$ cat config.mk
export PLATFORM = sky130hd
export DESIGN_NAME = multi_port_rr_arbiter
export DESIGN_NICKNAME = d
export VERILOG_FILES = /design/src/rtl/arb_pkg.sv /design/src/rtl/rr_masked_pick.sv /design/src/rtl/multi_port_rr_arbiter.sv
export SDC_FILE = /design/constraint.sdc
export NUM_CORES = 1
export LEC_CHECK = 0
export CORE_ASPECT_RATIO = 1.2
export CORE_MARGIN = 5
export CORE_UTILIZATION = 53
export CTS_BUF_LIST = sky130_fd_sc_hd__clkbuf_16
export DETAILED_ROUTE_END_ITERATION = 8
export GPL_TIMING_DRIVEN = 0
export PLACE_DENSITY = 0.88
export SYNTH_ARGS = -nofsm -noshare
export SYNTH_HDL_FRONTEND = slang
export SYNTH_HIERARCHICAL = 1
export SYNTH_SLANG_ARGS = --single-unit
$ cat constraint.sdc
create_clock -name clk_i -period 12.55 [get_ports clk_i]
set_input_delay 1.255 -clock clk_i [delete_from_list [all_inputs] [get_ports clk_i]]
set_output_delay 1.255 -clock clk_i [all_outputs]
set_load 0.02 [all_outputs]
$ cat src/rtl/arb_pkg.sv
// Shared types and helpers for the multi-port round-robin arbiter.
// Word comparison ignores the byte-offset bits below word_lsb.
package arb_pkg;

  localparam int unsigned DEFAULT_PAYLOAD_WIDTH = 37;
  localparam int unsigned MAX_ADDR_W            = 64;

  function automatic int unsigned selw(input int unsigned n);
    return (n < 2) ? 1 : $clog2(n);
  endfunction

  function automatic logic word_eq(
    input logic [MAX_ADDR_W-1:0] a,
    input logic [MAX_ADDR_W-1:0] b,
    input int unsigned           addr_width,
    input int unsigned           word_lsb
  );
    logic eq;
    eq = 1'b1;
    for (int unsigned i = 0; i < MAX_ADDR_W; i++) begin
      if (i >= word_lsb && i < addr_width && a[i] != b[i]) eq = 1'b0;
    end
    return eq;
  endfunction

endpackage

$ cat src/rtl/rr_masked_pick.sv
// One round-robin pick: first set bit of req scanning upward from ptr,
// wrapping explicitly so that non-power-of-two N works.
module rr_masked_pick #(
  parameter int N    = 4,
  parameter int SELW = 2
) (
  input  logic [SELW-1:0] ptr,
  input  logic [N-1:0]    req,
  output logic [N-1:0]    gnt,
  output logic [SELW-1:0] idx,
  output logic            valid
);

  always_comb begin
    int c;
    // NOTE: every output gets a default before the loop, so no path leaves a latch.
    gnt   = '0;
    idx   = '0;
    valid = 1'b0;
    c     = 0;
    for (int off = 0; off < N; off++) begin
      c = int'(ptr) + off;
      if (c >= N) c = c - N;
      if (!valid && req[c]) begin
        valid  = 1'b1;
        gnt[c] = 1'b1;
        idx    = SELW'(c);
      end
    end
  end

endmodule

$ cat src/rtl/multi_port_rr_arbiter.sv
// Grants up to NPORTS core requests per cycle into registered port slots,
// holding back any core whose word is still parked in a blocked slot.
module multi_port_rr_arbiter
  import arb_pkg::*;
#(
  parameter int unsigned NCORES        = 4,
  parameter int unsigned NPORTS        = 2,
  parameter int unsigned ADDR_WIDTH    = 16,
  parameter int unsigned PAYLOAD_WIDTH = DEFAULT_PAYLOAD_WIDTH,
  parameter int unsigned WORD_LSB      = 2,
  localparam int unsigned SELW         = selw(NCORES)
) (
  input  logic                              clk_i,
  input  logic                              rst_ni,
  input  logic [NCORES-1:0]                 req_valid_i,
  output logic [NCORES-1:0]                 req_ready_o,
  input  logic [NCORES*ADDR_WIDTH-1:0]      req_addr_packed_i,
  input  logic [NCORES*PAYLOAD_WIDTH-1:0]   req_payload_packed_i,
  output logic [NPORTS-1:0]                 port_valid_o,
  input  logic [NPORTS-1:0]                 port_ready_i,
  output logic [NPORTS*SELW-1:0]            port_sel_o,
  output logic [NPORTS*ADDR_WIDTH-1:0]      port_addr_o,
  output logic [NPORTS*PAYLOAD_WIDTH-1:0]   port_payload_o
);

  logic [ADDR_WIDTH-1:0]    req_addr    [NCORES];
  logic [PAYLOAD_WIDTH-1:0] req_payload [NCORES];

  logic [NPORTS-1:0]        slot_valid;
  logic [SELW-1:0]          slot_sel     [NPORTS];
  logic [ADDR_WIDTH-1:0]    slot_addr    [NPORTS];
  logic [PAYLOAD_WIDTH-1:0] slot_payload [NPORTS];
  logic [NPORTS-1:0]        slot_free, slot_block, slot_load;
  logic [SELW-1:0]          load_idx [NPORTS];

  logic [SELW-1:0]          rr_ptr, rr_ptr_next;
  logic [NCORES-1:0]        eligible, grant;

  logic [NCORES-1:0]        pick_gnt [NPORTS];
  logic [SELW-1:0]          pick_idx [NPORTS];
  logic [NPORTS-1:0]        pick_vld;

  for (genvar i = 0; i < NCORES; i++) begin : g_unpack
    assign req_addr[i]    = req_addr_packed_i[i*ADDR_WIDTH +: ADDR_WIDTH];
    assign req_payload[i] = req_payload_packed_i[i*PAYLOAD_WIDTH +: PAYLOAD_WIDTH];
  end

  assign slot_free  = ~slot_valid | port_ready_i;
  assign slot_block =  slot_valid & ~port_ready_i;

  // A core is held back while its word sits in a slot that cannot drain.
  always_comb begin
    eligible = req_valid_i;
    for (int i = 0; i < NCORES; i++) begin
      for (int s = 0; s < NPORTS; s++) begin
        if (slot_block[s] && word_eq(MAX_ADDR_W'(req_addr[i]), MAX_ADDR_W'(slot_addr[s]),
                                     ADDR_WIDTH, WORD_LSB))
          eligible[i] = 1'b0;
      end
    end
  end

  // Each stage sees the previous mask minus its pick and every core sharing that word.
  for (genvar k = 0; k < NPORTS; k++) begin : g_pick
    logic [NCORES-1:0] mask, gnt;
    logic [SELW-1:0]   idx;
    logic              vld;

    if (k == 0) begin : g_head
      assign mask = eligible;
    end else begin : g_tail
      logic [NCORES-1:0] conf;
      always_comb begin
        conf = '0;
        for (int i = 0; i < NCORES; i++)
          conf[i] = g_pick[k-1].vld &&
                    word_eq(MAX_ADDR_W'(req_addr[i]), MAX_ADDR_W'(req_addr[g_pick[k-1].idx]),
                            ADDR_WIDTH, WORD_LSB);
      end
      assign mask = g_pick[k-1].mask & ~g_pick[k-1].gnt & ~conf;
    end

    rr_masked_pick #(.N(NCORES), .SELW(SELW)) u_pick (
      .ptr  (rr_ptr),
      .req  (mask),
      .gnt  (gnt),
      .idx  (idx),
      .valid(vld)
    );

    assign pick_gnt[k] = gnt;
    assign pick_idx[k] = idx;
    assign pick_vld[k] = vld;
  end

  // Pick n lands in the n-th free slot, counted from slot 0.
  always_comb begin
    int              cnt;
    logic [SELW-1:0] last;
    logic            found;
    cnt       = 0;
    last      = '0;
    found     = 1'b0;
    slot_load = '0;
    grant     = '0;
    for (int s = 0; s < NPORTS; s++) load_idx[s] = '0;
    for (int s = 0; s < NPORTS; s++) begin
      if (slot_free[s]) begin
        if (pick_vld[cnt]) begin
          slot_load[s] = 1'b1;
          load_idx[s]  = pick_idx[cnt];
          grant        = grant | pick_gnt[cnt];
          last         = pick_idx[cnt];
          found        = 1'b1;
        end
        cnt++;
      end
    end
    rr_ptr_next = rr_ptr;
    if (found) rr_ptr_next = (last == SELW'(NCORES - 1)) ? '0 : last + 1'b1;
  end

  assign req_ready_o = grant & {NCORES{rst_ni}};

  always_ff @(posedge clk_i or negedge rst_ni) begin
    if (!rst_ni) begin
      rr_ptr     <= '0;
      slot_valid <= '0;
      // NOTE: slot storage is a handful of flops, so it is cleared outright rather than left stale.
      for (int s = 0; s < NPORTS; s++) begin
        slot_sel[s]     <= '0;
        slot_addr[s]    <= '0;
        slot_payload[s] <= '0;
      end
    end else begin
      // NOTE: non-blocking assignments keep every slot update based on pre-edge values.
      rr_ptr <= rr_ptr_next;
      for (int s = 0; s < NPORTS; s++) begin
        if (slot_free[s]) begin
          slot_valid[s] <= slot_load[s];
          if (slot_load[s]) begin
            slot_sel[s]     <= load_idx[s];
            slot_addr[s]    <= req_addr[load_idx[s]];
            slot_payload[s] <= req_payload[load_idx[s]];
          end
        end
      end
    end
  end

  assign port_valid_o = slot_valid;
  for (genvar k = 0; k < NPORTS; k++) begin : g_pack
    assign port_sel_o[k*SELW +: SELW]                   = slot_sel[k];
    assign port_addr_o[k*ADDR_WIDTH +: ADDR_WIDTH]       = slot_addr[k];
    assign port_payload_o[k*PAYLOAD_WIDTH +: PAYLOAD_WIDTH] = slot_payload[k];
  end

endmodule

* Yosys cells after proc, flatten, opt, wreduce, memory -nomap -nowiden
Index checks and enable logic that the tools add are counted.
** Operators by class
- $add $sub $neg :: 8
- Multipliers :: 0
- Divide/modulo/power cells :: 0
- Order comparisons :: 17
- Equality and inequality tests :: 169
- Shift operators :: 0
- Multiplexer cells :: 278
- Bitwise operators :: 20
- Reductions and logical operators :: 30
** Operators by type and width (number)
- $mux 1 :: 214
- $ne 1x1->1 :: 168
- $bmux 37 s2 :: 2
- $mux 37 :: 4
- $ge 32x1->1 const B :: 4
- $lt 32x4->1 const B :: 4
- $mux 32 :: 4
- $bmux 16 s2 :: 3
- $ge 32x4->1 const B :: 3
- $mux 16 :: 6
- $sub 32x4->32 const B :: 3
- $mux 4 :: 15
- $mux 2 :: 18
- $ge 32x2->1 const B :: 1
- $lt 32x3->1 const B :: 1
- $not 32->32 :: 1
- $or 4x4->4 :: 7
- $logic_and 1x1->1 :: 22
- $bmux 1 s2 :: 8
- $and 4x4->4 :: 3
- $ge 3x3->1 const B :: 3
- $not 2->3 :: 3
- $demux 1 s2 :: 4
- $not 4->4 :: 2
- 11 further kinds :: 19
** Storage, ports and cells
- Bits in registers :: 114
- Bits in latches :: 0
- Bits in writable memories :: 0
- Bits in read-only memories :: 0
- Input port bits :: 220
- Output and inout port bits :: 116
- Word-level logic and storage cells :: 531
- Memories kept :: 0

* Depth between registers and ports, before layout
- Depth in word-level cells :: 75
- Mapped depth :: 31
- Mapped depth without buffers :: 23

* Cells and area by module
The synthesis kept the hierarchy.
** Modules (own cells, without submodules)
- multi_port_rr_arbiter :: instances 1, cells an instance 1207, area each 10523.8 um^2, seq. area each 2852.7 um^2
- rr_masked_pick at g_pick[1].u_pick :: instances 1, cells an instance 48, area each 460.4 um^2, seq. area each 0.0 um^2
- rr_masked_pick at g_pick[0].u_pick :: instances 1, cells an instance 48, area each 459.2 um^2, seq. area each 0.0 um^2

* Worst setup path after synthesis
No wires, ideal clock.
- Path kind :: in2out
- Start point :: input port_ready_i[0]
- End point :: output req_ready_o[0]
- Data arrival time :: 6.440 ns
- Data required time :: 11.295 ns
- Path slack :: 4.855 ns
- Stages on the path :: 24
- Path buffers :: 4
- Path through :: nand2b_1 buf_6 clkbuf_1 nor4_1 nand4_1 and3_1 mux4_1 nor2b_1 nor2_1 o31ai_1 buf_2 buf_6 mux2i_1 xor2_1 nand4_1 o41ai_1 a41oi_1 mux4_1 nor3_1 nand2b_1 mux2i_4 nor2_2 a32oi_1 nor2b_1
** On the way
- Elaborated cells on any way between the ends :: 215
- Those cells by class :: eq/ne (56); mux (122); bitwise (17); reduce/logical (20)
** RTL lines
- start: declaration :: RTL line multi_port_rr_arbiter.sv:20 : input logic [NPORTS-1:0] port_ready_i,
- $not 2->2 * :: RTL line multi_port_rr_arbiter.sv:49 : assign slot_block = slot_valid & ~port_ready_i;
- $and 2x2->2 * :: RTL line multi_port_rr_arbiter.sv:49
- $logic_and 1x1->1 * :: RTL line multi_port_rr_arbiter.sv:56 : if (slot_block[s] && word_eq(MAX_ADDR_W'(req_addr[i]), MAX_ADDR_W'(slot_addr[s]),
- $mux 1 * (2 in a row) :: RTL line multi_port_rr_arbiter.sv:56
- named net eligible[0] :: RTL line multi_port_rr_arbiter.sv:37 : logic [NCORES-1:0] eligible, grant;
- $bmux 1 s2 :: RTL line rr_masked_pick.sv:24 : if (!valid && req[c]) begin
- $mux 1 (implied by the code) (2 in a row) :: RTL line rr_masked_pick.sv:24
- $mux 1 :: RTL line rr_masked_pick.sv:24
- [... 9 more ...]
- named net g_pick[0].idx[0] :: RTL line multi_port_rr_arbiter.sv:66 : logic [SELW-1:0] idx;
- [... 22 more ...]
- named net g_pick[1].mask[0] :: RTL line multi_port_rr_arbiter.sv:65 : logic [NCORES-1:0] mask, gnt;
- [... 10 more ...]
- $logic_not 1->1 :: RTL line rr_masked_pick.sv:24
- $logic_and 1x1->1 :: RTL line rr_masked_pick.sv:24
- $mux 1 * :: RTL line rr_masked_pick.sv:24
- named net g_pick[1].vld :: RTL line multi_port_rr_arbiter.sv:67 : logic vld;
- $mux 1 (implied by the code) * (3 in a row) :: RTL line multi_port_rr_arbiter.sv:109 : if (pick_vld[cnt]) begin
- $mux 4 * :: RTL line multi_port_rr_arbiter.sv:109
- $mux 4 * :: RTL line multi_port_rr_arbiter.sv:108 : if (slot_free[s]) begin
- $and 4x4->4 * :: RTL line multi_port_rr_arbiter.sv:123 : assign req_ready_o = grant & {NCORES{rst_ni}};
- end: declaration :: RTL line multi_port_rr_arbiter.sv:16 : output logic [NCORES-1:0] req_ready_o,
Mark *: on every way through the listed nets, which the timed path passes. The rest lies on a longest branch. The select of a mux whose other input is x is not followed.

* Final worst setup path
- Start point :: input port_ready_i[1]
- End point :: output req_ready_o[1]
** On the way
- Elaborated cells on any way between the ends :: 209
- Those cells by class :: eq/ne (56); mux (117); bitwise (16); reduce/logical (20)
** RTL lines (RTL line)
- $not 2->2 * :: multi_port_rr_arbiter.sv:49
- $and 2x2->2 * :: multi_port_rr_arbiter.sv:49
- $logic_and 1x1->1 * :: multi_port_rr_arbiter.sv:56
- $mux 1 * :: multi_port_rr_arbiter.sv:56
- named net eligible[2] :: multi_port_rr_arbiter.sv:37
- $bmux 1 s2 :: rr_masked_pick.sv:24
- $mux 1 (implied by the code) (2 in a row) :: rr_masked_pick.sv:24
- $mux 1 :: rr_masked_pick.sv:24
- [... 9 more ...]
- named net g_pick[0].idx[0] :: multi_port_rr_arbiter.sv:66
- [... 22 more ...]
- named net g_pick[1].mask[0] :: multi_port_rr_arbiter.sv:65
- [... 10 more ...]
- $logic_not 1->1 :: rr_masked_pick.sv:24
- $logic_and 1x1->1 :: rr_masked_pick.sv:24
- $mux 1 * :: rr_masked_pick.sv:24
- named net g_pick[1].vld :: multi_port_rr_arbiter.sv:67
- $mux 1 (implied by the code) * (3 in a row) :: multi_port_rr_arbiter.sv:109
- $mux 4 * :: multi_port_rr_arbiter.sv:109
- $mux 4 * :: multi_port_rr_arbiter.sv:108
- $and 4x4->4 * :: multi_port_rr_arbiter.sv:123
Marks and branches as above.

==> impl_metrics.yaml <==
clocking:
  cts_sinks: 114
  cts.clk_slew.worst_paths_ns: 0.06
  clock_path_buffers: 2
  ctsHoldBuffers: 0
  postCtsSetupBuffers: 0
  htreeDepth: 4
  cts_tree: "yes"
  clk_latency_ns: 0.43
  cts_root_buf: "clkbuf_16"
  cts_made_buffers: 17
  post_cts_resized: 0
outcome:
  violations: "DRC"
  outcome: "finished, violations left"
sta:
  worst_clock_skew_ns: 0.00934
  hold_viol_final: 0
  fmax_ghz: 0.0890
  maxSlewViolCount: 0
  period_needed_ns: 11.23
  period_share: 0.895
  worst_pin_slew_ns: 1.06
  grt_setup_unrepaired: "no"
  setup_ws_ns: 1.32
  slew_headroom: 0.290
  fin_setup_tns_ns: 0
  final-setup-viol-count: 0
cells_and_area:
  final_cell_mix: "clkdlybuf4s50_1 (278), nand2_1 (237), xor2_1 (145)"
  nets: 1838
  regArea_um2: 2850
  multi_input_area_um2: 7690
  layout-area-overhead-vs-synth_pct: 32.4
  fillers: 1716
  drive_gt1_frac: 0.111
  final_util: 0.705
  layout_commonest_cell: "clkdlybuf4s50_1"
die:
  die_h_um: 171
  rows: 59
  die_x_um: 144
  initial_core_util: 0.533
  coreArea_um2: 21500
  dieArea_um2: 24600
  io_pins: 336
logic_synthesis:
  ys_ff_latch: 114
  synth_edf_count: 0
  yosysSeqAreaShare: 0.249
  syn_area_per_cell_um2: 8.78
  synth_area_um2: 11400
  synth_ff_type: "dfrtp_1"
  syn_nets: 1539
  synthArstFlopShare: 1.00
  syn_inst: 1303
  ys_warn_count: 6
  ys_types: 62
global_route:
  grt_pass1_vias: 12900
  grt_pass1_wl_um: 78800
  grt_overflow: 0
  antenna_found_initial: 1
  grt_use_total: 0.431
  grt_max_degree: 80
route:
  drt_iter0_drc: 1511
  vias_per_cell: 6.71
  drc: 2
  via_count: 12700
  ant_nets: 0
  drtPass1Iterations: 8
  avgRoutedWirePerCell_um: 28.7
  routed_wl_um: 54300
critical_path:
  crit_required_ns: 11.30
  crit_path_start_kind: "primary input"
  worstSetupPathType: "in -> out"
  worstSetupEndpointType: "primary output"
  cp_max_fo: 10
  arrival_ns: 9.98
placed_design:
  dp_slack_ns: 1.74
  dp_hpwl_um: 40800
  gp_congestion: 1.05
  io_buffers: 279
hold_path:
  min_path_type: "reg -> reg"
power_and_ir_drop:
  switching_power_mw: 2.87
  switching_share: 0.533
  comb_power_share: 0.783
  p_int_mw: 2.52
  power_density_nw_per_um2: 355
  power_leakage_nw: 6.25
  p_clk_frac: 0.086
  ir_drop_mv: 0.197
  pwr-share-seq: 0.131
job:
  maxCapViolations: 0
[layer usage]
metal / GRT usage / up-vias / share of wire
met5: 0 / - / 0.00024
met2: 0.685 / 1114 / 0.46
li1: - / 5275 / -
met3: 0.131 / 315 / 0.12
met1: 0.499 / 5981 / 0.34
met4: 0.288 / 2 / 0.081
[final cells by class]
| type | count | area share |
|---|---|---|
| inverters | 24 | 0.00595 |
| clock inverters | 15 | 0.00719 |
| multi-input cells | 994 | 0.508 |
| clock buffers | 17 | 0.0281 |
| repair buffers | 280 | 0.186 |
| plain buffers | 171 | 0.0534 |
| well taps | 274 | 0.0226 |
| diodes | 3 | 0.000496 |
| flip-flops and latches | 114 | 0.188 |
[cell usage after synthesis, types with 11 or more instances]
| library cell | number | area, um^2 |
|---|---|---|
| mux2i_1 | 59 | 591 |
| a21oi_1 | 17 | 85.1 |
| a221oi_1 | 11 | 96.3 |
| nand4_1 | 14 | 87.6 |
| mux2_2 | 11 | 124 |
| a211oi_1 | 34 | 255 |
| clkbuf_1 | 102 | 383 |
| inv_1 | 24 | 90.1 |
| buf_2 | 40 | 200 |
| nand2_1 | 237 | 890 |
| o21ai_0 | 32 | 160 |
| xnor2_1 | 48 | 420 |
| nor2_1 | 26 | 97.6 |
| buf_6 | 12 | 135 |
| o31ai_1 | 22 | 165 |
| and3_1 | 42 | 263 |
| mux4_2 | 46 | 1040 |
| o22ai_1 | 38 | 238 |
| dfrtp_1 | 114 | 2850 |
| a22oi_1 | 17 | 128 |
| o221ai_1 | 13 | 114 |
| nor3_1 | 17 | 85.1 |
| nor4b_1 | 12 | 105 |
| xor2_1 | 145 | 1270 |
| nor4_1 | 29 | 181 |
| nor2b_1 | 11 | 68.8 |
| ha_1 | 16 | 200 |
[worst paths after layout]
check,start,to,slack [ns],cells after the start
worst max-delay path,port_ready_i[1],req_ready_o[1],1.32,25
worst min-delay path,port_payload_o[3],port_payload_o[3],0.47,2
worst max register to register,port_addr_o[26],port_payload_o[46],3.17,26
worst min register to register,port_payload_o[3],port_payload_o[3],0.47,2
max in group asynchronous,rst_ni,port_addr_o[19],11.05,2
min in group asynchronous,rst_ni,port_payload_o[20],0.75,1
[worst max-delay path, cell delays in order]
cell             delay (ns)
clkdlybuf4s50_1        0.41
nand2b_1               0.15
clkbuf_1               0.33
nor4_1                 0.41
nand4_1                0.29
nand3_1                0.34
inv_1                  0.18
mux4_1                 0.65
nor2b_1                0.16
nor2_1                 0.05
o31ai_1                0.66
buf_2                  0.44
buf_2                  0.46
mux2i_1                0.27
xnor2_1                0.09
o41ai_1                0.91
a41oi_1                0.40
mux4_1                 0.71
nor3_1                 0.29
nand2b_1               0.16
mux2i_4                0.33
nor2_2                 0.17
a32oi_1                0.24
nor2b_1                0.07
clkdlybuf4s50_1        0.53
[logic make-up after synthesis]
| logic type | Yosys count | share of synthesized area |
|---|---|---|
| AO/OA/AOI/OAI | 241 | 0.160 |
| XOR/XNOR | 193 | 0.148 |
| adder cells (fa/ha/maj) | 16 | 0.0175 |
| buffers and inverters | 195 | 0.0786 |
| flip-flops | 114 | 0.249 |
| multiplexers | 125 | 0.171 |
| AND/OR/NAND/NOR | 419 | 0.176 |
[state kept, by name, summed over array words and instances (netlist names)]
signal          count
port_valid_o        2
port_sel_o          4
rr_ptr              2
port_payload_o     74
port_addr_o        32
[stage by stage]
| step | power (mW) | hold slack [ns] | area, um^2 | std cells |
|---|---|---|---|---|
| 2_1_floorplan | 3.43 | 0.583 | 11400 | 1303 |
| 4_1_cts | 5.28 | 0.481 | 15100 | 1889 |
| 3_3_place_gp | 4.74 | 0.459 | 14600 | 1856 |
| 6_report | 5.38 | 0.474 | 15100 | 1892 |
| 3_5_place_dp | 4.80 | 0.464 | 14600 | 1857 |
| 5_1_grt | 5.64 | 0.503 | 15100 | 1889 |
[power groups by stage]
stage               Sequential (mW)  Clock [mW]  Combinational (mW)
global route                  0.723       0.474                4.44
detailed placement            0.701           0                4.10
floorplan                     0.898           0                2.53
finish                        0.705       0.461                4.22
CTS                           0.700       0.457                4.12
global placement              0.697           0                4.04
Power figures use the tool's default switching activity.
